==> config.mk <==
export PLATFORM = sky130hd
export DESIGN_NAME = md_alu_seq
export DESIGN_NICKNAME = d
export VERILOG_FILES = /design/src/rtl/md_alu_seq.sv
export SDC_FILE = /design/constraint.sdc
export NUM_CORES = 1
export LEC_CHECK = 0
export CAP_MARGIN = 20
export CORE_MARGIN = 4
export CORE_UTILIZATION = 40
export DETAILED_ROUTE_END_ITERATION = 6
export PLACE_DENSITY = 0.69
export SYNTH_ARGS = -nofsm -noshare
export SYNTH_HDL_FRONTEND = slang
export SYNTH_SLANG_ARGS = --single-unit
==> constraint.sdc <==
create_clock -name clk -period 1.8 [get_ports clk]
set_clock_uncertainty 0.2 [all_clocks]
set_input_delay 0.18 -clock clk [delete_from_list [all_inputs] [get_ports clk]]
set_output_delay 0.18 -clock clk [all_outputs]
set_load 0.02 [all_outputs]
==> src/rtl/md_alu_seq.sv <==
// md_alu_seq: multi-cycle 32x32 multiply / 32/32 divide sequenced through the shared ALU.
// Define SIGNED_MD_EN for signed MULT/DIV (op[1]) using magnitude operands and a sign-fix state.
module md_alu_seq #(
  parameter int XLEN   = 32,
  parameter int ITER_W = 6
) (
  input  logic            clk,
  input  logic            rst_n,
  input  logic            start,
  input  logic [1:0]      op,
  input  logic            flush,
  input  logic [XLEN-1:0] MD_A,
  input  logic [XLEN-1:0] MD_B,
  output logic            busy,
  output logic            done,
  output logic            div_zero,
  output logic [XLEN-1:0] HI,
  output logic [XLEN-1:0] LO,
  output logic            alu_req,
  output logic [XLEN-1:0] ALU_DA,
  output logic [XLEN-1:0] ALU_DB,
  output logic [3:0]      ALU_CTL,
  input  logic [XLEN-1:0] ALU_DC
);
`ifdef SIGNED_MD_EN
  localparam bit SGN = 1'b1;
`else
  localparam bit SGN = 1'b0;
`endif
  localparam logic [3:0] CTL_ADD = 4'b0000, CTL_SUB = 4'b0010, CTL_LTU = 4'b1000;
  typedef enum logic [2:0] {IDLE, PH_A, PH_B, FIX, DONE} state_t;
  state_t state, state_d;
  logic [ITER_W-1:0] cnt;
  logic [XLEN-1:0] opr, sum_q, opb_q, r_sh, a_mag, b_mag;
  logic is_div, msb_q, lt_q, sa, sb, a_neg, b_neg, accept, div0, ge;
  always_comb begin
    a_neg   = SGN & op[1] & MD_A[XLEN-1];
    b_neg   = SGN & op[1] & MD_B[XLEN-1];
    a_mag   = a_neg ? -MD_A : MD_A;
    b_mag   = b_neg ? -MD_B : MD_B;
    accept  = state == IDLE && start && !flush;
    div0    = op[0] && MD_B == '0;
    r_sh    = {HI[XLEN-2:0], LO[XLEN-1]};
    ge      = msb_q | ~lt_q;
    busy    = state inside {PH_A, PH_B, FIX};
    alu_req = busy;
    done    = state == DONE;
    ALU_DA  = state == PH_A ? (is_div ? r_sh : HI) : state == PH_B ? sum_q : '0;
    ALU_DB  = state == PH_A ? ((is_div || LO[0]) ? opr : '0) : state == PH_B ? opb_q : '0;
    ALU_CTL = state == PH_A ? (is_div ? CTL_LTU : CTL_ADD) :
              state == PH_B ? (is_div ? CTL_SUB : CTL_LTU) : CTL_ADD;
  end
  always_comb begin
    state_d = state;
    case (state)
      IDLE:    state_d = start ? (div0 ? DONE : PH_A) : IDLE;
      PH_A:    state_d = PH_B;
      PH_B:    state_d = cnt == ITER_W'(XLEN-1) ? (SGN ? FIX : DONE) : PH_A;
      FIX:     state_d = DONE;
      default: state_d = IDLE;
    endcase
    if (flush) state_d = IDLE;
  end
  // flush freezes the datapath so HI/LO keep whatever partial result they hold
  always_ff @(posedge clk or negedge rst_n)
    if (!rst_n) begin
      state    <= IDLE;
      cnt      <= '0;
      HI       <= '0;
      LO       <= '0;
      opr      <= '0;
      sum_q    <= '0;
      opb_q    <= '0;
      is_div   <= 1'b0;
      msb_q    <= 1'b0;
      lt_q     <= 1'b0;
      sa       <= 1'b0;
      sb       <= 1'b0;
      div_zero <= 1'b0;
    end else begin
      state <= state_d;
      if (accept) begin
        cnt      <= '0;
        is_div   <= op[0];
        div_zero <= div0;
        sa       <= a_neg;
        sb       <= b_neg;
        opr      <= op[0] ? b_mag : a_mag;
        HI       <= div0 ? MD_A : '0;
        LO       <= div0 ? '1 : (op[0] ? a_mag : b_mag);
      end else if (!flush && state == PH_A) begin
        sum_q <= is_div ? r_sh : ALU_DC;
        opb_q <= ALU_DB;
        msb_q <= HI[XLEN-1];
        lt_q  <= ALU_DC[0];
      end else if (!flush && state == PH_B) begin
        cnt <= cnt + ITER_W'(1);
        if (is_div) begin
          HI <= ge ? ALU_DC : sum_q;
          LO <= {LO[XLEN-2:0], ge};
        end else
          {HI, LO} <= {ALU_DC[0], sum_q, LO[XLEN-1:1]};
      end else if (!flush && state == FIX) begin
        if (is_div) begin
          LO <= (sa ^ sb) ? -LO : LO;
          HI <= sa ? -HI : HI;
        end else if (sa ^ sb)
          {HI, LO} <= -{HI, LO};
      end
    end
endmodule

==> results.toml, run 1 <==
[sta]
clock.fmax_ghz = 0.408
rsz0062_at_grt = "yes"
timing_worst_slew_pin_value_ns = 0.495
slew_headroom_pct = 66.7
postLayoutSetupSlackWorst_ns = -0.653
timing.hold.ws_ns = -0.0226
slew_viol_final = 0
finalSetupViolations = 302
report.final.hold_viol_count = 18
timing.final.crit_share_pct = 136
post-route-min-period_ns = 2.45

[global_routing]
grt_first_pass_wirelength_mm = 60.2
first_global_vias = 10100
gr-total-overflow = 0
grt_max_degree = 67
antenna_found_initial = 4
grtUsageTotal_pct = 27.4

[worst_setup_path]
worst-endpoint-required_ns = 1.42
worst_ep_arrival_time_ns = 2.07
critical_path.most_common_cell = "sky130_fd_sc_hd__buf_4"
worst_path_largest_cell_delay_ns = 0.42
crit_chain = "or3b_4 > buf_4 > buf_12 > buf_4 > o21ai_4 > buf_6"
worstPathBufferInverterCount = 4
path_class = "reg -> out"
cp-start-kind = "register"
critical_path_cell_with_the_highest_stage_delay = "sky130_fd_sc_hd__dfrtp_1"
worstSetupEndpointType = "primary output"
crit_fanout = 11
critical-path-top-delay-family = "buffers and inverters"

[clocking]
cts_inserted_buffers = 17
cts_buffer_depth = 2
clock_root_buffer = "sky130_fd_sc_hd__clkbuf_16"
cts.reportedPaths.clkPinSlew_ns = 0.08
clock_tree.htree_level_count = 4
insertion_delay_ns = 0.45
cts_tree = "built"
numClockSinks = 173

[logic_synthesis]
synth_area_sq_um = 10000
synth_area_per_cell_sq_um = 8.81
synth_compound_gate_area_share_pct = 15.7
area_share_of_the_largest_cell_type_after_synthesis_pct = 43.2
yosysSeqAreaShare_pct = 43.2
combinational_family_with_the_most_area_after_synthesis = "multiplexers"
synth_mux_area_share_pct = 19.3
yosys_warnings = 0
ys_top_cells_by_area = "sky130_fd_sc_hd__dfrtp_1 43%, sky130_fd_sc_hd__mux2i_1 19%, sky130_fd_sc_hd__nand2_1 9.0%, sky130_fd_sc_hd__o21ai_0 5.6%, sky130_fd_sc_hd__nor2_1 5.1%"
post_synth_fa_ha_maj_area_fraction_pct = 0.125
synthTopCellsByCount = "240 x sky130_fd_sc_hd__nand2_1, 192 x sky130_fd_sc_hd__mux2i_1, 173 x sky130_fd_sc_hd__dfrtp_1"
synth_edf_count = 0
yosys.cell_types.count = 40
yosys.area_share.xor_xnor_pct = 0.350
synth.most_common_cell = "sky130_fd_sc_hd__nand2_1"
postSynth.topFlopCell = "sky130_fd_sc_hd__dfrtp_1"
postSynthRegisterBits = 173
async_set_or_reset_flop_fraction_in_the_synthesized_netlist_pct = 100
syn-instance-count = 1138
post_synth_simple_gate_area_pct = 16.6
synthDominantAreaCellType = "sky130_fd_sc_hd__dfrtp_1"

[power]
power_frac_comb_pct = 44.5
pwr-share-seq_pct = 34.4
power_frac_clock_pct = 21.0
worst_ir_drop_vdd_mv = 0.675
switchingPower_uw = 7310
static-leakage-power_uw = 0.00741
powerDensity_nw_per_um2 = 1110
power_report.internal_total_uw = 10800
power.switching_fraction_pct = 40.3

[drt]
viasPerCell = 5.67
drtPass1Iterations = 6
detail-route-antenna-nets = 0
total_length_of_routed_wires_mm = 40.8
first_iter_violations = 1054
wire_per_inst_um = 22.2
num_vias = 10400
drc = 0

[job]
maxCapViolCount = 0

[place]
dp_hpwl_mm = 26.4
place.gp.congestion = 0.884
place_ws_ns = -0.760
port-buffer-count = 234

[worst_hold_path]
holdCritPathClass = "in -> async"

[run_status]
outcome = "finished with violations"
failing_checks = "hold timing, setup timing"

[die]
fp.dieH_um = 166
dieArea_sq_um = 27700
die_w_um = 166
floorplan.initialDensity_pct = 41.0
top_level_ports = 238
rows = 57
core_area_sq_um = 24500

[finish]
area_growth_syn_to_layout_pct = 63.2
layout-drive-gt1-share_pct = 29.2
num-nets-final = 1600
fin_util_pct = 66.9
-- cell type report --
cell class | count | area (sq um)
Tap cell | 324 | 405
Clock buffer | 17 | 425
Multi-Input combinational cell | 869 | 6070
Antenna cell | 5 | 12.5
Clock inverter | 15 | 166
Inverter | 2 | 7.51
Sequential cell | 173 | 4330
Fill cell | 1845 | 8110
Timing Repair Buffer | 434 | 4940
-- cells in the final DEF, fill, tap and decap left out, types with 6 or more instances in the layout --
| cell type | n |
|---|---|
| sky130_fd_sc_hd__o21ai_0 | 42 |
| sky130_fd_sc_hd__inv_8 | 6 |
| sky130_fd_sc_hd__nand2_1 | 168 |
| sky130_fd_sc_hd__nand2_2 | 29 |
| sky130_fd_sc_hd__clkbuf_16 | 23 |
| sky130_fd_sc_hd__dfrtp_1 | 171 |
| sky130_fd_sc_hd__o21ai_4 | 26 |
| sky130_fd_sc_hd__a21oi_1 | 64 |
| sky130_fd_sc_hd__a22oi_2 | 8 |
| sky130_fd_sc_hd__o21ai_1 | 57 |
| sky130_fd_sc_hd__buf_12 | 37 |
| sky130_fd_sc_hd__mux2i_1 | 191 |
| sky130_fd_sc_hd__buf_16 | 15 |
| sky130_fd_sc_hd__nor2_1 | 128 |
| sky130_fd_sc_hd__buf_6 | 80 |
| sky130_fd_sc_hd__nand2_4 | 42 |
| sky130_fd_sc_hd__o32a_1 | 31 |
| sky130_fd_sc_hd__clkdlybuf4s50_1 | 159 |
| sky130_fd_sc_hd__nor2_2 | 6 |
| sky130_fd_sc_hd__a22oi_1 | 25 |
| sky130_fd_sc_hd__buf_4 | 124 |
-- cell families (layout without fill, tap and decap cells) --
| family | Yosys count | in the layout |
|---|---|---|
| compound gates | 262 | 262 |
| xor+xnor | 4 | 4 |
| fa+ha+maj | 1 | 1 |
| buf+inv | 97 | 468 |
| flops | 173 | 173 |
| mux | 193 | 193 |
| other cells | 1 | 7 |
| simple gates | 407 | 407 |
-- registers in the layout (all words and copies together), names as in the netlist --
register	flops
msb_q	1
opr	32
LO	32
cnt	6
sum_q	32
opb_q	32
lt_q	1
HI	32
state	3
is_div	1
div_zero	1
-- worst register-to-register path: stages (launching register included) --
cell and delay, ns:
sky130_fd_sc_hd__dfrtp_1 0.42, sky130_fd_sc_hd__buf_4 0.17, sky130_fd_sc_hd__buf_6 0.15, sky130_fd_sc_hd__or4_4 0.59, sky130_fd_sc_hd__nor2_4 0.24, sky130_fd_sc_hd__buf_6 0.14, sky130_fd_sc_hd__buf_12 0.12, sky130_fd_sc_hd__a22oi_1 0.07
sky130_fd_sc_hd__o21ai_1 0.10
-- power by group through the flow --
stage               registers, uW  logic, uW  clock network (uW)
floorplan                    6490       3600                   0
CTS                          6170       7870                3770
detailed placement           6190       7270                   0
global placement             6150       7140                   0
global route                 6380       8630                3980
finish                       6250       8090                3820
-- metal layers --
metal / track usage, % / vias up / part of all wire (%)
met5: 0 / - / 0
met4: 11.7 / 0 / 3.5
met3: 4.48 / 83 / 7.4
met2: 45.7 / 528 / 50
met1: 35.6 / 5092 / 40
li1: - / 4718 / -
-- per-stage QoR --
stage               cells  hold slack [ns]  power, uW  cell area (sq um)  TNS [ns]
global placement     1731           -0.113      13300              14100   -100.93
finish               1839          -0.0226      18200              16400    -90.25
floorplan            1139           -0.316      10100              10600     -6.85
detailed placement   1731           -0.114      13500              14100   -103.19
global route         1839          0.00454      19000              16400   -106.14
CTS                  1813           0.0898      17800              16000    -89.57
-- worst paths after layout --
check | cells past startpoint | slack (ns) | from | end
min reg2reg | 2 | 0.28 | opb_q[6]$_DFFE_PN0P_ | opb_q[6]$_DFFE_PN0P_
max | 6 | -0.65 | state[2]$_DFF_PN0_ | ALU_DA[23]
min in group clk | 4 | 0.08 | op[0] | opr[11]$_DFFE_PN0P_
max in group asynchronous | 3 | 0.41 | rst_n | sum_q[24]$_DFFE_PN0P_
min | 2 | -0.02 | rst_n | HI[11]$_DFFE_PN0P_
max reg2reg | 8 | -0.49 | state[2]$_DFF_PN0_ | HI[0]$_DFFE_PN0P_
-- what timing repair did --
item / in CTS / in global routing
cloned: 18 / 6
setup buffers: 30 / 18
pin swaps: 34 / 23
endpoints found under the setup margin: 307 / 325
endpoints found under the hold margin: 173 / 0
hold buffers: 3 / 0
gates resized for setup: 494 / 50
No activity file was read; power rests on OpenSTA's default activity.
==> inputs of run 2 (changes only) <==
Settings changed: CAP_MARGIN 20 to 25.
==> run 2 against run 1 <==
Sequential power hardly changed. The run ends with setup timing left. Worst hold slack gained 0.11 ns. Global-route usage did not move. Power down 0.26%. Wire length fell by 1.7%. Register-to-register slack about the same. Combinational power fell by 0.5%.
==> results.toml, run 2 (synthesis results as in run 1) <==
[run_status]
outcome = "finished with violations"
failing_checks = "setup timing"

[global_routing]
global_route_layer_with_the_greatest_usage = "met2"
grt_max_degree = 67
grt_first_pass_wirelength_mm = 60.2
first_global_vias = 10100
grtUsageTotal_pct = 27.4
antenna_found_initial = 4
grtUsageMet1_pct = 35.6
grtUsageMet3_pct = 4.48
gr-total-overflow = 0
groute.layer.met2.usage_pct = 45.7

[place]
number_of_cells_after_detailed_placement = 1731
place.gp.congestion = 0.884
dp_hpwl_mm = 26.4
port-buffer-count = 234

[sta]
timing.hold.ws_ns = 0.0833
setup_total_negative_slack_ns = -93.32
clock.fmax_ghz = 0.410
slew_viol_final = 0
post-route-min-period_ns = 2.44
slew_headroom_pct = 61.9
timing_worst_slew_pin_value_ns = 0.566
report.final.hold_viol_count = 0
timing.final.crit_share_pct = 135
postLayoutSetupSlackWorst_ns = -0.639
finalSetupViolations = 306
rsz0062_at_grt = "yes"

[worst_setup_path]
regToRegStartpoint = "state[2]$_DFF_PN0_"
r2r_cells = 9
worst-endpoint-required_ns = 1.42
crit_fanout = 7
flop_to_flop_setup_slack_ns = -0.50
worstSetupEndpointType = "primary output"
worst_ep_arrival_time_ns = 2.06
worst_r2r_endpoint = "LO[14]$_DFFE_PN0P_"
cp-start-kind = "register"
timing.critical_path.from = "state[2]$_DFF_PN0_"
path_class = "reg -> out"
cp-endpoint = "ALU_DB[23]"

[clocking]
numClockSinks = 173
cts.reportedPaths.clkPinSlew_ns = 0.08
cts_buffer_depth = 2
cts_tree = "built"
cts_inserted_buffers = 17
clock_root_buffer = "sky130_fd_sc_hd__clkbuf_16"
insertion_delay_ns = 0.44
clock_tree.htree_level_count = 4

[job]
maxCapViolCount = 0

[die]
core_area_sq_um = 24500
top_level_ports = 238
rows = 57
fp.dieH_um = 166
floorplan.initialDensity_pct = 41.0
die_w_um = 166
dieArea_sq_um = 27700

[drt]
drtPass1Iterations = 6
wire_per_inst_um = 21.9
viasPerCell = 5.62
detail-route-antenna-nets = 0
drc = 0
num_vias = 10300
total_length_of_routed_wires_mm = 40.1
first_iter_violations = 957

[finish]
num-nets-final = 1595
layout-drive-gt1-share_pct = 28.8
layout.cells.most_common = "sky130_fd_sc_hd__mux2i_1"
final_cells = 1834
commonest_cells_after_routing_fill_and_taps_aside = "191 x sky130_fd_sc_hd__mux2i_1, 171 x sky130_fd_sc_hd__dfrtp_1, 168 x sky130_fd_sc_hd__nand2_1"
area_growth_syn_to_layout_pct = 62.0

[power]
static-leakage-power_uw = 0.00730
powerDensity_nw_per_um2 = 1120
worst_ir_drop_vdd_mv = 0.674

[worst_hold_path]
holdCritPathClass = "in -> reg"
==> run 2: changes by cell type in the layout (fill, tap and decap cells not counted) <==
cell and change:
sky130_fd_sc_hd__clkdlybuf4s50_1 +4, sky130_fd_sc_hd__buf_16 -1, sky130_fd_sc_hd__buf_6 -2, sky130_fd_sc_hd__o21ai_0 +4, sky130_fd_sc_hd__and2_1 +1, sky130_fd_sc_hd__clkbuf_16 -1, sky130_fd_sc_hd__and2_4 -1, sky130_fd_sc_hd__buf_12 -2
sky130_fd_sc_hd__dlygate4sd3_1 +1, sky130_fd_sc_hd__o21ai_1 -4, sky130_fd_sc_hd__dlymetal6s2s_1 -4
==> run 2: layout make-up <==
| type | instances | area (sq um) |
|---|---|---|
| Timing Repair Buffer | 429 | 4820 |
| Clock buffer | 17 | 425 |
| Tap cell | 324 | 405 |
| Clock inverter | 15 | 166 |
| Sequential cell | 173 | 4330 |
| Inverter | 2 | 7.51 |
| Multi-Input combinational cell | 869 | 6070 |
| Fill cell | 1865 | 8220 |
| Antenna cell | 5 | 12.5 |
==> run 2: critical path, stage by stage, from the launching register on <==
cell and delay, ns:
sky130_fd_sc_hd__dfrtp_1 0.43, sky130_fd_sc_hd__or3b_4 0.42, sky130_fd_sc_hd__nor2_4 0.11, sky130_fd_sc_hd__buf_12 0.15, sky130_fd_sc_hd__buf_16 0.15, sky130_fd_sc_hd__buf_6 0.10, sky130_fd_sc_hd__nand2_4 0.05, sky130_fd_sc_hd__nand2_4 0.07
sky130_fd_sc_hd__buf_6 0.11
==> run 2: per-stage QoR <==
stage	setup slack [ns]	utilization (%)	total power (uW)	cell area, sq um
2_1_floorplan	-0.0874	-	10100	10600
3_5_place_dp	-0.760	57.7	13500	14100
3_3_place_gp	-0.759	57.7	13300	14100
5_1_grt	-0.672	66.4	18900	16200
4_1_cts	-0.647	65.2	17800	16000
6_report	-0.639	66.4	18100	16200
==> run 2: layer usage <==
| metal | wire length (um) | vias up | part of all wire [%] |
|---|---|---|---|
| li1 | - | 4704 | - |
| met1 | 16200 | 5061 | 40 |
| met3 | 2690 | 75 | 6.7 |
| met2 | 19800 | 465 | 49 |
| met4 | 1420 | 0 | 3.5 |
| met5 | 0 | - | 0 |
==> run 2: report_power, final <==
group          switching (uW)  internal, uW
registers                1320          4940
clock network            1930          1880
logic                    4030          4020
==> run 2: worst min-delay path by stage <==
stage,start,endpoint,slack (ns),cells past startpoint
global route,op[0],opr[11]$_DFFE_PN0P_,0.11,4
finish,op[0],opr[11]$_DFFE_PN0P_,0.08,4
detailed placement,rst_n,HI[14]$_DFFE_PN0P_,-0.11,1
floorplan,rst_n,HI[0]$_DFFE_PN0P_,-0.32,0
global placement,rst_n,HI[14]$_DFFE_PN0P_,-0.11,1
CTS,op[0],opr[11]$_DFFE_PN0P_,0.09,4
==> run 2: timing repair <==
action                                 CTS  global route
buffers inserted                        30            15
setup endpoints to repair              307           307
endpoints found under the hold margin  173             0
gates cloned                            18             3
resized for setup                      494            35
pin swaps                               34            19
hold buffers                             3             0
